<file path="src/rtl/aq_rtu_fflags_buf_if.sv">
`default_nettype none
// ============================================================================
// Module      : aq_rtu_fflags_buf_if
// Description : Signal bundle between the IDU, the FPU writeback path, the
//               retire logic and the in-order FP exception-flag buffer.
//               master : the pipeline side that drives allocate, writeback,
//                        retire and flush requests
//               slave  : the flag buffer itself
// Ports       : idu_rtu_fp_alloc, rtu_idu_fp_alloc_ptr, rtu_idu_fp_full,
//               vfpu_rtu_wb_vld/ptr/fflags, rtu_fp_head_done, rtu_retire_fp,
//               rtu_flush, rtu_cp0_fflags, rtu_cp0_fflags_updt,
//               fs_dirty_upd_gate
// Revision    : 1.0 - initial release
// ============================================================================
interface aq_rtu_fflags_buf_if #(
    parameter int PTR_W = 2
);
    logic             idu_rtu_fp_alloc;
    logic [PTR_W-1:0] rtu_idu_fp_alloc_ptr;
    logic             rtu_idu_fp_full;
    logic             vfpu_rtu_wb_vld;
    logic [PTR_W-1:0] vfpu_rtu_wb_ptr;
    logic [4:0]       vfpu_rtu_wb_fflags;
    logic             rtu_fp_head_done;
    logic             rtu_retire_fp;
    logic             rtu_flush;
    logic [4:0]       rtu_cp0_fflags;
    logic             rtu_cp0_fflags_updt;
    logic             fs_dirty_upd_gate;

    modport master (
        output idu_rtu_fp_alloc,
        input  rtu_idu_fp_alloc_ptr,
        input  rtu_idu_fp_full,
        output vfpu_rtu_wb_vld,
        output vfpu_rtu_wb_ptr,
        output vfpu_rtu_wb_fflags,
        input  rtu_fp_head_done,
        output rtu_retire_fp,
        output rtu_flush,
        input  rtu_cp0_fflags,
        input  rtu_cp0_fflags_updt,
        input  fs_dirty_upd_gate
    );

    modport slave (
        input  idu_rtu_fp_alloc,
        output rtu_idu_fp_alloc_ptr,
        output rtu_idu_fp_full,
        input  vfpu_rtu_wb_vld,
        input  vfpu_rtu_wb_ptr,
        input  vfpu_rtu_wb_fflags,
        output rtu_fp_head_done,
        input  rtu_retire_fp,
        input  rtu_flush,
        output rtu_cp0_fflags,
        output rtu_cp0_fflags_updt,
        output fs_dirty_upd_gate
    );
endinterface
`default_nettype wire

</file>
<file path="src/rtl/aq_rtu_fflags_buf.sv">
`default_nettype none
// ============================================================================
// Module      : aq_rtu_fflags_buf
// Description : In-order buffer of FP exception flags sitting between FPU
//               writeback and the float CSR. Each FP instruction takes an
//               entry at dispatch, the entry captures its fflags at
//               writeback, and the oldest entry drains at retire so the CSR
//               only accumulates flags of committed instructions. Flushed
//               entries are discarded and never reach the CSR.
// Ports       : forever_cpuclk - clock
//               cpurst         - asynchronous reset, active-high
//               bus (slave)    - alloc / writeback / retire / flush requests
//                                and alloc tag, full, head-done, CSR update
//                                and FS-dirty pulses
// Options     : AQ_FFLAGS_WB_BYPASS_EN - when defined, a writeback to the
//               head entry makes it retirable in the same cycle and its
//               flags are forwarded straight to the CSR update.
// Revision    : 1.0 - initial release
// ============================================================================
module aq_rtu_fflags_buf #(
    parameter int DEPTH = 4,
    parameter int PTR_W = 2
) (
    input  wire logic          forever_cpuclk,
    input  wire logic          cpurst,
    aq_rtu_fflags_buf_if.slave bus
);

    localparam logic [PTR_W:0] c_DEPTH_CNT = (PTR_W+1)'(DEPTH);

    // ------------------------------------------------------------------
    // State
    // ------------------------------------------------------------------
    logic [DEPTH-1:0] r_vld;
    logic [DEPTH-1:0] r_done;
    logic [4:0]       r_flags [DEPTH];
    logic [PTR_W-1:0] r_head;
    logic [PTR_W-1:0] r_tail;
    logic [PTR_W:0]   r_count;
    logic [4:0]       r_cp0_fflags;
    logic             r_updt;
    logic             r_gate;

    // ------------------------------------------------------------------
    // Request qualification
    // ------------------------------------------------------------------
    logic             w_full;
    logic             w_alloc;
    logic             w_wb_hit;
    logic             w_head_rdy;
    logic             w_head_done;
    logic             w_retire;
    logic [4:0]       w_ret_flags;
    logic [PTR_W:0]   w_count_nxt;

    assign w_full     = (r_count == c_DEPTH_CNT);
    // Full is judged on the registered count, so a same-cycle retire does
    // not open a slot for a same-cycle allocate.
    assign w_alloc    = bus.idu_rtu_fp_alloc & ~w_full & ~bus.rtu_flush;
    assign w_wb_hit   = bus.vfpu_rtu_wb_vld & r_vld[bus.vfpu_rtu_wb_ptr];
    assign w_head_rdy = r_vld[r_head] & r_done[r_head];

`ifdef AQ_FFLAGS_WB_BYPASS_EN
    logic w_wb_head;
    // Writeback landing on the head this cycle makes it retirable now;
    // the fresh flags win over whatever the entry held before.
    assign w_wb_head   = bus.vfpu_rtu_wb_vld & r_vld[r_head] &
                         (bus.vfpu_rtu_wb_ptr == r_head);
    assign w_head_done = w_head_rdy | w_wb_head;
    assign w_ret_flags = w_wb_head ? bus.vfpu_rtu_wb_fflags : r_flags[r_head];
`else
    assign w_head_done = w_head_rdy;
    assign w_ret_flags = r_flags[r_head];
`endif

    assign w_retire = bus.rtu_retire_fp & w_head_done;

    always_comb begin
        w_count_nxt = r_count;
        case ({w_alloc, w_retire})
            2'b10:   w_count_nxt = r_count + 1'b1;
            2'b01:   w_count_nxt = r_count - 1'b1;
            default: w_count_nxt = r_count;
        endcase
    end

    // ------------------------------------------------------------------
    // Entry array and pointers
    // ------------------------------------------------------------------
    // Alloc targets the tail (never valid when accepted) and retire the
    // head (never equal to the tail when an alloc is accepted alongside a
    // non-empty buffer), so per-entry updates below never collide.
    always_ff @(posedge forever_cpuclk or posedge cpurst) begin
        if (cpurst) begin
            r_vld   <= '0;
            r_done  <= '0;
            r_head  <= '0;
            r_tail  <= '0;
            r_count <= '0;
            for (int i = 0; i < DEPTH; i++) begin
                r_flags[i] <= '0;
            end
        end else if (bus.rtu_flush) begin
            // Flush discards everything pending, including same-cycle
            // alloc and writeback; a same-cycle retire still pulses via
            // the output register below.
            r_vld   <= '0;
            r_done  <= '0;
            r_head  <= '0;
            r_tail  <= '0;
            r_count <= '0;
        end else begin
            for (int i = 0; i < DEPTH; i++) begin
                if (w_alloc && (r_tail == PTR_W'(i))) begin
                    r_vld[i]   <= 1'b1;
                    r_done[i]  <= 1'b0;
                    r_flags[i] <= '0;
                end
                if (w_wb_hit && (bus.vfpu_rtu_wb_ptr == PTR_W'(i))) begin
                    r_done[i]  <= 1'b1;
                    r_flags[i] <= bus.vfpu_rtu_wb_fflags;
                end
                if (w_retire && (r_head == PTR_W'(i))) begin
                    r_vld[i]  <= 1'b0;
                    r_done[i] <= 1'b0;
                end
            end
            if (w_alloc) begin
                r_tail <= r_tail + 1'b1;
            end
            if (w_retire) begin
                r_head <= r_head + 1'b1;
            end
            r_count <= w_count_nxt;
        end
    end

    // ------------------------------------------------------------------
    // CSR update and FS-dirty pulses, one cycle after an accepted retire
    // ------------------------------------------------------------------
    always_ff @(posedge forever_cpuclk or posedge cpurst) begin
        if (cpurst) begin
            r_cp0_fflags <= '0;
            r_updt       <= 1'b0;
            r_gate       <= 1'b0;
        end else begin
            r_updt <= w_retire;
            r_gate <= w_retire;
            // Flags hold their last retired value between pulses.
            if (w_retire) begin
                r_cp0_fflags <= w_ret_flags;
            end
        end
    end

    // ------------------------------------------------------------------
    // Outputs
    // ------------------------------------------------------------------
    assign bus.rtu_idu_fp_alloc_ptr = r_tail;
    assign bus.rtu_idu_fp_full      = w_full;
    assign bus.rtu_fp_head_done     = w_head_done;
    assign bus.rtu_cp0_fflags       = r_cp0_fflags;
    assign bus.rtu_cp0_fflags_updt  = r_updt;
    assign bus.fs_dirty_upd_gate    = r_gate;

endmodule
`default_nettype wire

</file>
<file path="src/flat_wrapper.sv">
// flat-port wrapper written by rule: the top's interface ports become plain ports
module aq_rtu_fflags_buf_flat 
#(
    parameter int DEPTH = 4,
    parameter int PTR_W = 2
)
  (forever_cpuclk, cpurst, bus_idu_rtu_fp_alloc, bus_rtu_idu_fp_alloc_ptr, bus_rtu_idu_fp_full, bus_vfpu_rtu_wb_vld, bus_vfpu_rtu_wb_ptr, bus_vfpu_rtu_wb_fflags, bus_rtu_fp_head_done, bus_rtu_retire_fp, bus_rtu_flush, bus_rtu_cp0_fflags, bus_rtu_cp0_fflags_updt, bus_fs_dirty_upd_gate);
  aq_rtu_fflags_buf_if #(.PTR_W(PTR_W)) bus_i ();
  input  wire logic forever_cpuclk;
  input  wire logic cpurst;
  input wire logic [$bits(bus_i.idu_rtu_fp_alloc)-1:0] bus_idu_rtu_fp_alloc;
  output wire logic [$bits(bus_i.rtu_idu_fp_alloc_ptr)-1:0] bus_rtu_idu_fp_alloc_ptr;
  output wire logic [$bits(bus_i.rtu_idu_fp_full)-1:0] bus_rtu_idu_fp_full;
  input wire logic [$bits(bus_i.vfpu_rtu_wb_vld)-1:0] bus_vfpu_rtu_wb_vld;
  input wire logic [$bits(bus_i.vfpu_rtu_wb_ptr)-1:0] bus_vfpu_rtu_wb_ptr;
  input wire logic [$bits(bus_i.vfpu_rtu_wb_fflags)-1:0] bus_vfpu_rtu_wb_fflags;
  output wire logic [$bits(bus_i.rtu_fp_head_done)-1:0] bus_rtu_fp_head_done;
  input wire logic [$bits(bus_i.rtu_retire_fp)-1:0] bus_rtu_retire_fp;
  input wire logic [$bits(bus_i.rtu_flush)-1:0] bus_rtu_flush;
  output wire logic [$bits(bus_i.rtu_cp0_fflags)-1:0] bus_rtu_cp0_fflags;
  output wire logic [$bits(bus_i.rtu_cp0_fflags_updt)-1:0] bus_rtu_cp0_fflags_updt;
  output wire logic [$bits(bus_i.fs_dirty_upd_gate)-1:0] bus_fs_dirty_upd_gate;
  assign bus_i.idu_rtu_fp_alloc = bus_idu_rtu_fp_alloc;
  assign bus_rtu_idu_fp_alloc_ptr = bus_i.rtu_idu_fp_alloc_ptr;
  assign bus_rtu_idu_fp_full = bus_i.rtu_idu_fp_full;
  assign bus_i.vfpu_rtu_wb_vld = bus_vfpu_rtu_wb_vld;
  assign bus_i.vfpu_rtu_wb_ptr = bus_vfpu_rtu_wb_ptr;
  assign bus_i.vfpu_rtu_wb_fflags = bus_vfpu_rtu_wb_fflags;
  assign bus_rtu_fp_head_done = bus_i.rtu_fp_head_done;
  assign bus_i.rtu_retire_fp = bus_rtu_retire_fp;
  assign bus_i.rtu_flush = bus_rtu_flush;
  assign bus_rtu_cp0_fflags = bus_i.rtu_cp0_fflags;
  assign bus_rtu_cp0_fflags_updt = bus_i.rtu_cp0_fflags_updt;
  assign bus_fs_dirty_upd_gate = bus_i.fs_dirty_upd_gate;
  aq_rtu_fflags_buf #(.DEPTH(DEPTH), .PTR_W(PTR_W)) u_core (.forever_cpuclk(forever_cpuclk), .cpurst(cpurst), .bus(bus_i));
endmodule
</file>
<file path="config.mk">
export PLATFORM = sky130hd
export DESIGN_NAME = aq_rtu_fflags_buf_flat
export DESIGN_NICKNAME = d
export VERILOG_FILES = /design/src/rtl/aq_rtu_fflags_buf_if.sv /design/src/rtl/aq_rtu_fflags_buf.sv /design/src/flat_wrapper.sv
export SDC_FILE = /design/constraint.sdc
export NUM_CORES = 1
export LEC_CHECK = 0
export CORE_ASPECT_RATIO = 0.7
export CORE_MARGIN = 2
export CORE_UTILIZATION = 60
export CTS_CLUSTER_DIAMETER = 40
export DETAILED_ROUTE_END_ITERATION = 10
export PLACE_DENSITY = 0.84
export SLEW_MARGIN = 20
export SYNTH_ARGS = -nofsm -noshare
export SYNTH_HDL_FRONTEND = slang
export SYNTH_SLANG_ARGS = --single-unit
</file>
<file path="constraint.sdc">
create_clock -name forever_cpuclk -period 5.4 [get_ports forever_cpuclk]
set_input_delay 0.54 -clock forever_cpuclk [delete_from_list [all_inputs] [get_ports forever_cpuclk]]
set_output_delay 0.54 -clock forever_cpuclk [all_outputs]
set_load 0.1 [all_outputs]
</file>
Word-level counts from Yosys, hierarchy flattened:

Index checks and enable logic that the tools add are counted.
Widths: inputs -> output; s select.

* output and inout port bits: 11
* register bits: 41
* input port bits: 13
* word-level logic and storage cells: 123

* order comparisons: 3
* bitwise gates (word level): 8
* reductions and logical operators: 34
* equal/unequal tests: 12
* $add $sub $neg: 4
* multiplexer cells: 45

Operator list (count)
* $mux 5: 10
* $mux 1: 23
* $reduce_bool 4->1: 4
* $reduce_bool 3->1: 5
* $eq 2x2->1 const B: 7
* $logic_and 1x1->1: 12
* $reduce_bool 2->1: 6
* $bmux 5 s2: 1
* $eq 2x1->1 const B: 4
* $mux 2: 4
* $mux 4: 2
* $reduce_and 2->1: 4
* $bmux 1 s2: 3
* $logic_not 2->1: 3
* $lt 2x3->1 const B: 2
* $pmux 3 s2: 1
* $and 1x1->1: 5
* $add 2x1->2 const B: 2
* $add 3x1->3 const B: 1
* $eq 3x3->1 const B: 1
* $ge 3x3->1 const B: 1
* $mux 3: 1
* $not 2->3: 1
* $sub 3x1->3 const B: 1
* $not 1->1: 2

Depth between registers and ports, before layout:

* depth in word-level cells: 9
* gate-level depth with buffers: 10
* depth with buffers taken out: 8

Worst setup path after synthesis:

Ideal clock, no wire load.

* path type: reg2reg
* from: reg u_core.r_head[0]
* to: reg u_core.r_count[2]
* period minus slack after synthesis: 2.521 ns
* path buffers: 1
* data required time: 5.263 ns
* arrival: 2.384 ns
* slack: 2.879 ns
* stages on the path, launching flop included: 7
* cells stage by stage: dfrtp_1 > inv_2 > mux4_2 > buf_6 > clkinv_1 > a221oi_1 > nand4_1

* word-level cells in the longest chain between the ends: 7

Ends and longest elaborated chain
* start, declared: line aq_rtu_fflags_buf.sv:37 `logic [PTR_W-1:0] r_head;`
* start signal, assigned: line aq_rtu_fflags_buf.sv:132 `r_head <= r_head + 1'b1;`
* $bmux 1 s2: line aq_rtu_fflags_buf.sv:61 `assign w_head_rdy = r_vld[r_head] & r_done[r_head];`
* $mux 1 (implied by the code): line aq_rtu_fflags_buf.sv:61
* $and 1x1->1 (*): line aq_rtu_fflags_buf.sv:61
* net bus_rtu_fp_head_done: line flat_wrapper.sv:17 `output wire logic [$bits(bus_i.rtu_fp_head_done)-1:0] bus_rtu_fp_head_done;`
* $and 1x1->1 (*): line aq_rtu_fflags_buf.sv:76 `assign w_retire = bus.rtu_retire_fp & w_head_done;`
* $eq 2x1->1 or $eq 2x2->1 (tied branches): line aq_rtu_fflags_buf.sv:80 `case ({w_alloc, w_retire})`
* $pmux 3 s2: line aq_rtu_fflags_buf.sv:80
* $mux 3: line aq_rtu_fflags_buf.sv:103 `end else if (bus.rtu_flush) begin`
* end signal, assigned: line aq_rtu_fflags_buf.sv:134 `r_count <= w_count_nxt;`
* end, declared: line aq_rtu_fflags_buf.sv:39 `logic [PTR_W:0] r_count;`

The timed path passes the listed nets; every way through them passes the cells marked *. The select of a mux whose other input is x is not followed.
A chain may end at the register's enable or synchronous reset.

Worst setup path after layout:

* from: reg u_core.r_head[0]
* to: out bus_rtu_fp_head_done

* word-level cells in the longest chain between the ends: 3

Ends and longest elaborated chain (line)
* $bmux 1 s2: aq_rtu_fflags_buf.sv:61
* $mux 1 (implied by the code): aq_rtu_fflags_buf.sv:61
* $and 1x1->1 (*): aq_rtu_fflags_buf.sv:61
* end, declared: flat_wrapper.sv:17

Mark *: on every way between the ends. The rest lies on a longest branch, timed or not. The select of a mux whose other input is x is not followed.

==> out/results.txt <==
Final Hold Viols: 0
Worst Tran Pin Value: 1050 ps
ANT cells: 0
Core area: 3540 um2
Mapped Avg Cell Area: 9.80 um2
P_leak: 0.00108 uW
Crit path max fanout: 11
Site Rows: 18
Post-cts hold buffer count: 0
Clock sink count: 41
First-pass GRT wire length: 7.95 mm
Outcome: finished clean
Placer Congestion: 0.842
Clk slew on worst S/H paths: 80 ps
Pre-CTS setup slack: 2270 ps
Ys flop type: dfrtp_1
Max Root-Sink Buffers: 2
Crit start category: flip-flop
Top Ports: 24
Max Clock Skew: 5.98 ps
DRT iter0 DRCs: 186
Number of setup buffers added after CTS: 0
Net count, final: 266
CTS Buf Count: 5
Initial core utilization: 62.6%
CP endpoint kind: primary output
Slew headroom: 29.9%
Die ar.: 4200 um2
Number of remaining DRC errors: 0
CP required: 4860 ps
Pwr dens: 291 nW/um2
Gr usage total: 26.0%
Routed vias/inst: 5.95
Ys Warns: 0
Unrepaired setup endpoints after global routing: false
Placed cell count: 287
Total power: 746 uW
Cell Area, Synth: 2210 um2
Port Buffers: 23
H-Tree Depth: 2
Share of layout cells above drive strength 1: 7.76%
Final setup viols: 0
Sequential-to-total area share from yosys stat: 46.3%
CTS root buffer: clkbuf_8
Footprint of the multi-input gates: 1080 um2
Fin util: 72.5%
Finished Layout Cells: 295
Count of pins over their slew limit: 0
Via count: 1754
HP Class: flip-flop to flip-flop
Layout area overhead: 15.7%
Clock latency at the later pin of the worst-skew pair: 300 ps
Largest net degree at the start of global routing: 42
Crit path time final: 3470 ps
# fillers: 260
GR Overflow Total: 0
Chip height: 54.8 um
Max rail drop VDD: 268 uV
Avg WL per Cell: 16.4 um
Fmax: 288 MHz
Kind of critical path: flip-flop to primary output
Post-CTS Resized: 0
Final worst-path cycle share: 64.2%
Most common cell after layout, fill and taps aside: nand2_1
First-pass DRT Iterations: 5
Sequential Area: 1030 um2
Ys async rst share: 100%
#FFs+latches synth: 41
Post-Syn Nets: 248
DIE WIDTH: 76.6 um
Detail Placement HPWL: 3.45 mm
Vias in the first global route: 1572
Yosys cell types: 40
Total Routed Length: 4.84 mm
Critical path arrival: 2930 ps
Antenna violations before repair: 0
Commonest cells after routing, fill and taps aside: 47 x nand2_1, 41 x dfrtp_1, 23 x clkdlybuf4s50_1, 22 x o21ai_0, 11 x nor2_1
CTS tree: built
Post-DRT Antenna Nets: 0
Max-Cap Viols: 0
Setup tns final: 0 ps
Setup ws final: 1930 ps
Number of synthesized flops with an enable pin: 0
Cells after Synth: 226
==> where the power goes <==
part / switching, uW / internal, uW
Clock: 114 / 138
Combinational: 98.4 / 48.6
Sequential: 20.3 / 327
==> area by class of cell <==
cell class	count	share of cell area, %
Multi-Input combinational cell	161	42.0
Clock inverter	3	1.81
Clock buffer	5	2.69
Inverter	10	1.46
Tap cell	50	2.44
Timing Repair Buffer	25	9.57
Sequential cell	41	40.0
==> cells by family (layout without fill, tap and decap cells) <==
family | after synthesis | count (layout) | synth area share, %
AO/OA/AOI/OAI | 44 | 44 | 12.4
XOR/XNOR | 1 | 1 | 0.396
adder cells (fa/ha/maj) | 9 | 9 | 5.42
buffers and inverters | 24 | 43 | 5.08
flip-flops | 41 | 41 | 46.3
multiplexers | 11 | 11 | 9.49
AND/OR/NAND/NOR | 96 | 96 | 20.9
==> state kept, by name (all words and copies together) (netlist names) <==
name and count:
u_core.r_flags 20, u_core.r_head 2, u_core.r_vld 4, u_core.bus.rtu_idu_fp_alloc_ptr 2, u_core.bus.rtu_cp0_fflags 5, u_core.bus.rtu_cp0_fflags_updt 1, u_core.r_done 4, u_core.r_count 3
==> critical path, cell delays in order, from the launching register on <==
cell and delay [ps]:
dfrtp_1 490, inv_2 140, mux4_2 620, clkinv_1 210
clkdlybuf4s50_1 1170
==> worst paths after layout <==
path	start	to	slack (ps)	depth (start not counted)
worst max-delay path	u_core.r_head[0]	bus_rtu_fp_head_done	1930	4
worst min-delay path	u_core.bus.rtu_cp0_fflags[0]	u_core.bus.rtu_cp0_fflags[0]	510	1
worst max register to register	u_core.r_head[0]	u_core.bus.rtu_cp0_fflags[4]	2770	4
worst min register to register	u_core.bus.rtu_cp0_fflags[0]	u_core.bus.rtu_cp0_fflags[0]	510	1
max in group asynchronous	cpurst	u_core.r_count[2]	4380	3
min in group asynchronous	cpurst	u_core.r_count[1]	670	3
==> metal layers <==
layer  track usage (%)  share of wire (%)  vias to the layer above
li1                  -                  -                      836
met1              38.8                 49                      831
met2              37.5                 42                       80
met3              6.44                8.6                        7
met4              8.18               0.87                        0
met5                 0                  0                        -
==> through the flow <==
step	hold WS, ps	cell area (um2)
floorplan	497	2210
global placement	489	2450
detailed placement	495	2450
CTS	513	2560
global route	532	2560
finish	510	2560
==> cell usage after synthesis (4+ instances only) <==
| cell type | n | area share (%) |
|---|---|---|
| nand2_1 | 47 | 8.0 |
| dfrtp_1 | 41 | 46 |
| o21ai_0 | 22 | 5.0 |
| nor2_1 | 11 | 1.9 |
| a211oi_1 | 8 | 2.7 |
| ha_1 | 8 | 4.5 |
| inv_1 | 8 | 1.4 |
| clkbuf_1 | 7 | 1.2 |
| nand4_1 | 7 | 2.0 |
| mux2_2 | 5 | 2.5 |
| mux4_1 | 5 | 5.9 |
| a21oi_1 | 4 | 0.90 |
| a221oi_1 | 4 | 1.6 |
| and3_1 | 4 | 1.1 |
| nand2b_1 | 4 | 1.1 |
| nand3_1 | 4 | 0.90 |
No activity file was read; power rests on OpenSTA's default activity.
==> patch 1: new RTL, same settings <==
Add a define of `AQ_FFLAGS_WB_BYPASS_EN`.
--- a/src/rtl/aq_rtu_fflags_buf.sv
+++ b/src/rtl/aq_rtu_fflags_buf.sv
@@ -19,2 +19,4 @@
 // ============================================================================
+`define AQ_FFLAGS_WB_BYPASS_EN
+
 module aq_rtu_fflags_buf #(
Behaviour: not the same (a bounded check fails within 4 cycles, from zero or initial values and one cycle with cpurst high).
==> patch 1 against the unedited design <==
- design area rose by 2.7%
- critical path depth rose by 1
- count of clock-buffer cells in the layout did not move
- total power rose by 1.3%
- sequential cell count did not move
- via count rose by 7.0%
- worst hold slack improved by 0.018 ns
- wire length rose by 2.0%
- area after synthesis rose by 5.3%
- setup slack got worse by 0.19 ns
- largest cell class unchanged
==> patch 1: results (changes against the unedited design) <==
* Status: complete, no violations (unchanged)
* Hold Startpoint: u_core.r_flags[14] (was u_core.bus.rtu_cp0_fflags[0])
* Vias in the first global route at 1702 (was 1572)
* Via/cell ratio at 6.091 (was 5.946)
* FF-to-FF Start: u_core.r_head[0] (unchanged)
* Largest Register: u_core.r_flags (unchanged)
* Worst skew pair latency at 0.30 ns (about the same)
* Root Driver: clkbuf_8 (unchanged)
* Clock Tree Buf Depth at 2 (unchanged)
* Met2 WL at 1.949 mm (was 2.027 mm)
* Netlist cell types at 41 (was 40)
* Drt first pass iters at 5 (unchanged)
* GR peak layer: met1 (unchanged)
* Iteration-0 DRC count of the detailed router at 174 (was 186)
* Mapped Nets at 264 (was 248)
* Synth Flop Type: dfrtp_1 (unchanged)
* Worst hold endpoint: u_core.r_flags[14] (was u_core.bus.rtu_cp0_fflags[0])
* Reg2reg setup slack at 2.46 ns (was 2.77 ns)
* Hold Crit Depth at 2 (was 1)
* Total track usage at 0.2526 (was 0.2597)
* Post-DP HPWL at 3.573 mm (was 3.451 mm)
* Crit path DAT at 3.12 ns (was 2.93 ns)
* Met1 Usage GRT at 0.4069 (was 0.3884)
* Reg2reg end: u_core.r_count[2] (was u_core.bus.rtu_cp0_fflags[4])
* Final #Nets at 279 (was 266)
* CP endpoint: bus_rtu_fp_head_done (unchanged)
* Routability cong. at 0.8360 (was 0.8423)
* Critical path peak fanout at 15 (was 11)
* Crit. Startpoint: bus_vfpu_rtu_wb_ptr[1] (was u_core.r_head[0])
* DR top layer: met4 (unchanged)
* DR WL met3 at 422 um (was 415 um)
* Total CTS buffers at 5 (unchanged)
* Peak VDD IR at 0.0002800 V (was 0.0002680 V)
* Synth top area cells: dfrtp_1, nand2_1, mux4_2 (was dfrtp_1, nand2_1, mux4_1)
* Routing usage on met2 at 0.3309 (was 0.3746)
* H-tree Lvls at 2 (unchanged)
* IO Port Bufs at 23 (unchanged)
* YS warnings at 0 (unchanged)
* Clock slew at reported path FFs at 0.08 ns (about the same)
* Inserted Diodes at 0 (unchanged)
* Crit. End Element: output port (unchanged)
* Final Skew at 0.007571 ns (was 0.005977 ns)
* Lkg Pwr at 1.103 nW (was 1.079 nW)
* PostCTS Resize Cnt at 0 (unchanged)
* Layout cell share with drive strength beyond 1 at 0.09302 (was 0.07755)
* Register area share after synthesis at 0.4399 (was 0.4633)
* FF-to-FF path depth at 7 (was 4)
* Worst slew pin tran at 0.9722 ns (was 1.047 ns)
* Largest net degree at the start of global routing at 42 (unchanged)
* Async SR Flop Fraction at 1.000 (unchanged)
* First-pass GRT wire length at 8.528 mm (was 7.948 mm)
* Initial antenna violation count at 0 (unchanged)
* Routed length per placed instance at 16.02 um (was 16.40 um)
* M1 wire length at 2.501 mm (was 2.354 mm)
* Top cells by count, synth: nand2_1, dfrtp_1, o21ai_0 (unchanged)
* Met3 global-route usage at 0.05844 (was 0.06436)
* Hold WC Path Type: flip-flop to flip-flop (unchanged)
## patch 1: cell count changes in the layout (fill, tap and decap cells not counted), sizes merged, moves of 3 or more
cell,before,now
and2,1,4
inv,9,6
and3b,0,3
o211ai,3,0
a21oi,4,15
nand3,4,8
mux2i,0,5
mux2,5,0
## patch 1: kinds of logic after synthesis
kind of cell,after synthesis,synth area share
and+or+nand+nor,99,0.2065
AOI/OAI and AO/OA,56,0.1545
adders and majority gates,9,0.05150
buffers and inverters,22,0.04721
xor gates and xnor gates,3,0.01127
DFF,41,0.4399
muxes,12,0.08906
## patch 1: area by class of cell
type	instances	area (um2)
fillers	276	994.7
multi-input cells	179	1196
clock inverters	3	17.52
inverters	6	22.52
repair buffers	24	237.7
well taps	50	62.56
flip-flops and latches	41	1026
clock buffers	5	68.82
## patch 1: stage by stage
| step | instances | hold slack (ns) | cell area (um2) | total power, mW | setup slack, ns |
|---|---|---|---|---|---|
| finish | 308 | 0.5272 | 2631 | 0.7561 | 1.741 |
| global route | 308 | 0.5390 | 2631 | 0.7880 | 1.640 |
| CTS | 308 | 0.5334 | 2631 | 0.7595 | 1.756 |
| detailed placement | 300 | 0.5207 | 2545 | 0.5625 | 1.771 |
| global placement | 300 | 0.5060 | 2545 | 0.5595 | 1.806 |
| floorplan | 242 | 0.4986 | 2332 | 0.5071 | 2.601 |
## patch 1: power breakdown
group	switching, mW	internal, mW	total, mW
registers	0.0155	0.329	0.344
clock network	0.109	0.0892	0.198
logic	0.159	0.0552	0.214
## patch 1: worst max-delay path: stages
cell,delay [ns]
clkdlybuf4s50_1,0.56
xnor2_1,0.33
a31o_2,0.40
and2_1,0.17
clkdlybuf4s50_1,1.12
==> patch 2: new RTL, same settings <==
Made on the original files. Make the reset (`cpurst`) synchronous in 2 clocked blocks. Comments in the files are not updated.
--- a/src/rtl/aq_rtu_fflags_buf.sv
+++ b/src/rtl/aq_rtu_fflags_buf.sv
@@ -92,3 +92,3 @@
     // non-empty buffer), so per-entry updates below never collide.
-    always_ff @(posedge forever_cpuclk or posedge cpurst) begin
+    always_ff @(posedge forever_cpuclk) begin
         if (cpurst) begin
@@ -140,3 +140,3 @@
     // ------------------------------------------------------------------
-    always_ff @(posedge forever_cpuclk or posedge cpurst) begin
+    always_ff @(posedge forever_cpuclk) begin
         if (cpurst) begin
Behaviour: differs if cpurst is asserted again (counterexample within 4 cycles, from zero or initial values and one cycle with cpurst high); with cpurst held inactive, the same outputs for 10 cycles.
==> patch 2 against the unedited design <==
- register-to-register slack got worse by 0.23 ns
- design area fell by 9.6%
- sequential cell count did not move
- count of clock-buffer cells in the layout rose by 3
- cell count fell by 20%
- area after synthesis fell by 11%
- wire length fell by 14%
- setup slack improved by 0.17 ns
- critical endpoint unchanged
Power is not compared: it rests on default switching activity, and its combinational part moved more than twofold at a synthesized area within 25%.
==> patch 2: results (changes against the unedited design) <==
* Status: complete, no violations (unchanged)
* Final Skew at 0.007786 ns (was 0.005977 ns)
* Post-Layout Cell Count at 237 (was 295)
* Reg2reg setup slack at 2.54 ns (was 2.77 ns)
* Layout cell share with drive strength beyond 1 at 0.07538 (was 0.07755)
* Final #Nets at 221 (was 266)
* Netlist cell types at 35 (was 40)
* Lkg Pwr at 0.8468 nW
* Peak VDD IR at 0.0002101 V
* Pwr per Cell Area at ~250 nW/um2
* Critical path peak fanout at 10 (was 11)
* Clock Tree Buf Depth at 2 (unchanged)
* Vias in the first global route at 1420 (was 1572)
* Crit path DAT at 2.76 ns (was 2.93 ns)
* CP top delay family: buffers and inverters (unchanged)
* Initial antenna violation count at 0 (unchanged)
* Worst slew pin tran at 0.9754 ns (was 1.047 ns)
* First-pass GRT wire length at 6.837 mm (was 7.948 mm)
* Top cells by count, synth: dfxtp_1, and2_1, edfxtp_1 (was nand2_1, dfrtp_1, o21ai_0)
* CP Class: flip-flop to output port (unchanged)
* Largest net degree at the start of global routing at 15 (was 42)
* Total CTS buffers at 5 (unchanged)
* Worst slack at placement at 2.412 ns (was 2.270 ns)
* Setup Buffers After CTS at 0 (unchanged)
* Iteration-0 DRC count of the detailed router at 87 (was 186)
* Mapped Cells at 175 (was 226)
* Post-synth EDFFs at 20 (was 0)
* Reg2reg end: u_core.r_count[2] (was u_core.bus.rtu_cp0_fflags[4])
* CP endpoint: bus_rtu_fp_head_done (unchanged)
* Async SR Flop Fraction at 0 (was 1.000)
* FILL cells at 237 (was 260)
* Hold WC Path Type: flip-flop to flip-flop (unchanged)
* Routed length per placed instance at 17.62 um (was 16.40 um)
* Met2 WL at 1.927 mm (was 2.027 mm)
* Synth Flop Type: dfxtp_1 (was dfrtp_1)
* M1 wire length at 1.951 mm (was 2.354 mm)
* Dpl cells at 229 (was 287)
* Register area share after synthesis at 0.5161 (was 0.4633)
* Slowest stage delay, CP at 1.13 ns (was 1.17 ns)
* Total track usage at 0.2526 (was 0.2597)
* Mapped Nets at 198 (was 248)
* Placed cell areas at 2223 um2 (was 2447 um2)
* Worst setup margin at 2.102 ns (was 1.934 ns)
* Slowest-stage cell, CP: clkdlybuf4s50_1 (unchanged)
* Synth top area cells: edfxtp_1, dfxtp_1, mux4_1 (was dfrtp_1, nand2_1, mux4_1)
* Inserted Diodes at 0 (unchanged)
* Drt first pass iters at 4 (was 5)
* Post-DP HPWL at 3.211 mm (was 3.451 mm)
* FF-to-FF path depth at 9 (was 4)
* DR top layer: met4 (unchanged)
* Via/cell ratio at 5.979 (was 5.946)
* YS warnings at 0 (unchanged)
* H-tree Lvls at 2 (unchanged)
* PostCTS Resize Cnt at 0 (unchanged)
* IO Port Bufs at 23 (unchanged)
* DR WL met3 at 219 um (was 415 um)
* Worst skew pair latency at 0.30 ns (about the same)
* Routability cong. at 0.8539 (was 0.8423)
* FF-to-FF Start: u_core.r_head[1] (was u_core.r_head[0])
[patch 2: how the worst min path moves through the flow]
stage | startpoint | cells past startpoint | end | slack (ns)
after floorplan | u_core.r_count[2] | 2 | u_core.r_count[2] | 0.45
after global placement | u_core.r_count[2] | 2 | u_core.r_count[2] | 0.47
after detailed placement | u_core.bus.rtu_cp0_fflags[2] | 2 | u_core.bus.rtu_cp0_fflags[2] | 0.48
after CTS | u_core.bus.rtu_cp0_fflags[2] | 2 | u_core.bus.rtu_cp0_fflags[2] | 0.49
after global routing | u_core.bus.rtu_cp0_fflags[2] | 2 | u_core.bus.rtu_cp0_fflags[2] | 0.52
final | u_core.bus.rtu_cp0_fflags[1] | 2 | u_core.bus.rtu_cp0_fflags[1] | 0.48
[patch 2: kinds of logic after synthesis]
logic type	count (synthesis)	share of synthesized area
flip-flops	41	0.5161
AO/OA/AOI/OAI	31	0.09678
buffers and inverters	18	0.03985
XOR/XNOR	3	0.01329
multiplexers	6	0.07780
AND/OR/NAND/NOR	66	0.1891
adder cells (fa/ha/maj)	10	0.06705
[patch 2: routing by layer]
metal,GRT usage,vias up
met5,0,-
met4,0.1111,0
met3,0.05620,10
met2,0.4015,47
met1,0.3355,686
li1,-,674
[patch 2: worst reg2reg max path: stages (launching register included)]
cell     delay [ns]
dfxtp_1        0.53
inv_2          0.11
mux4_2         0.58
nor2_4         0.29
ha_1           0.24
inv_1          0.06
fa_1           0.38
xor2_1         0.17
or3_1          0.32
a21oi_1        0.14
[patch 2: area by class of cell]
type | count | area share
Clock buffer | 8 | 0.04050
Inverter | 11 | 0.01998
Multi-Input combinational cell | 116 | 0.3790
Sequential cell | 41 | 0.4406
Tap cell | 38 | 0.02052
Timing Repair Buffer | 23 | 0.09935
[patch 2: where the power goes]
group	total, mW	switching, mW	leakage, nW	internal, mW
Sequential	0.336	0.00371	0.377	0.333
Combinational	0.0380	0.0222	0.421	0.0158
Clock	0.209	0.0998	0.0489	0.109
Total	0.583	0.126	0.847	0.458
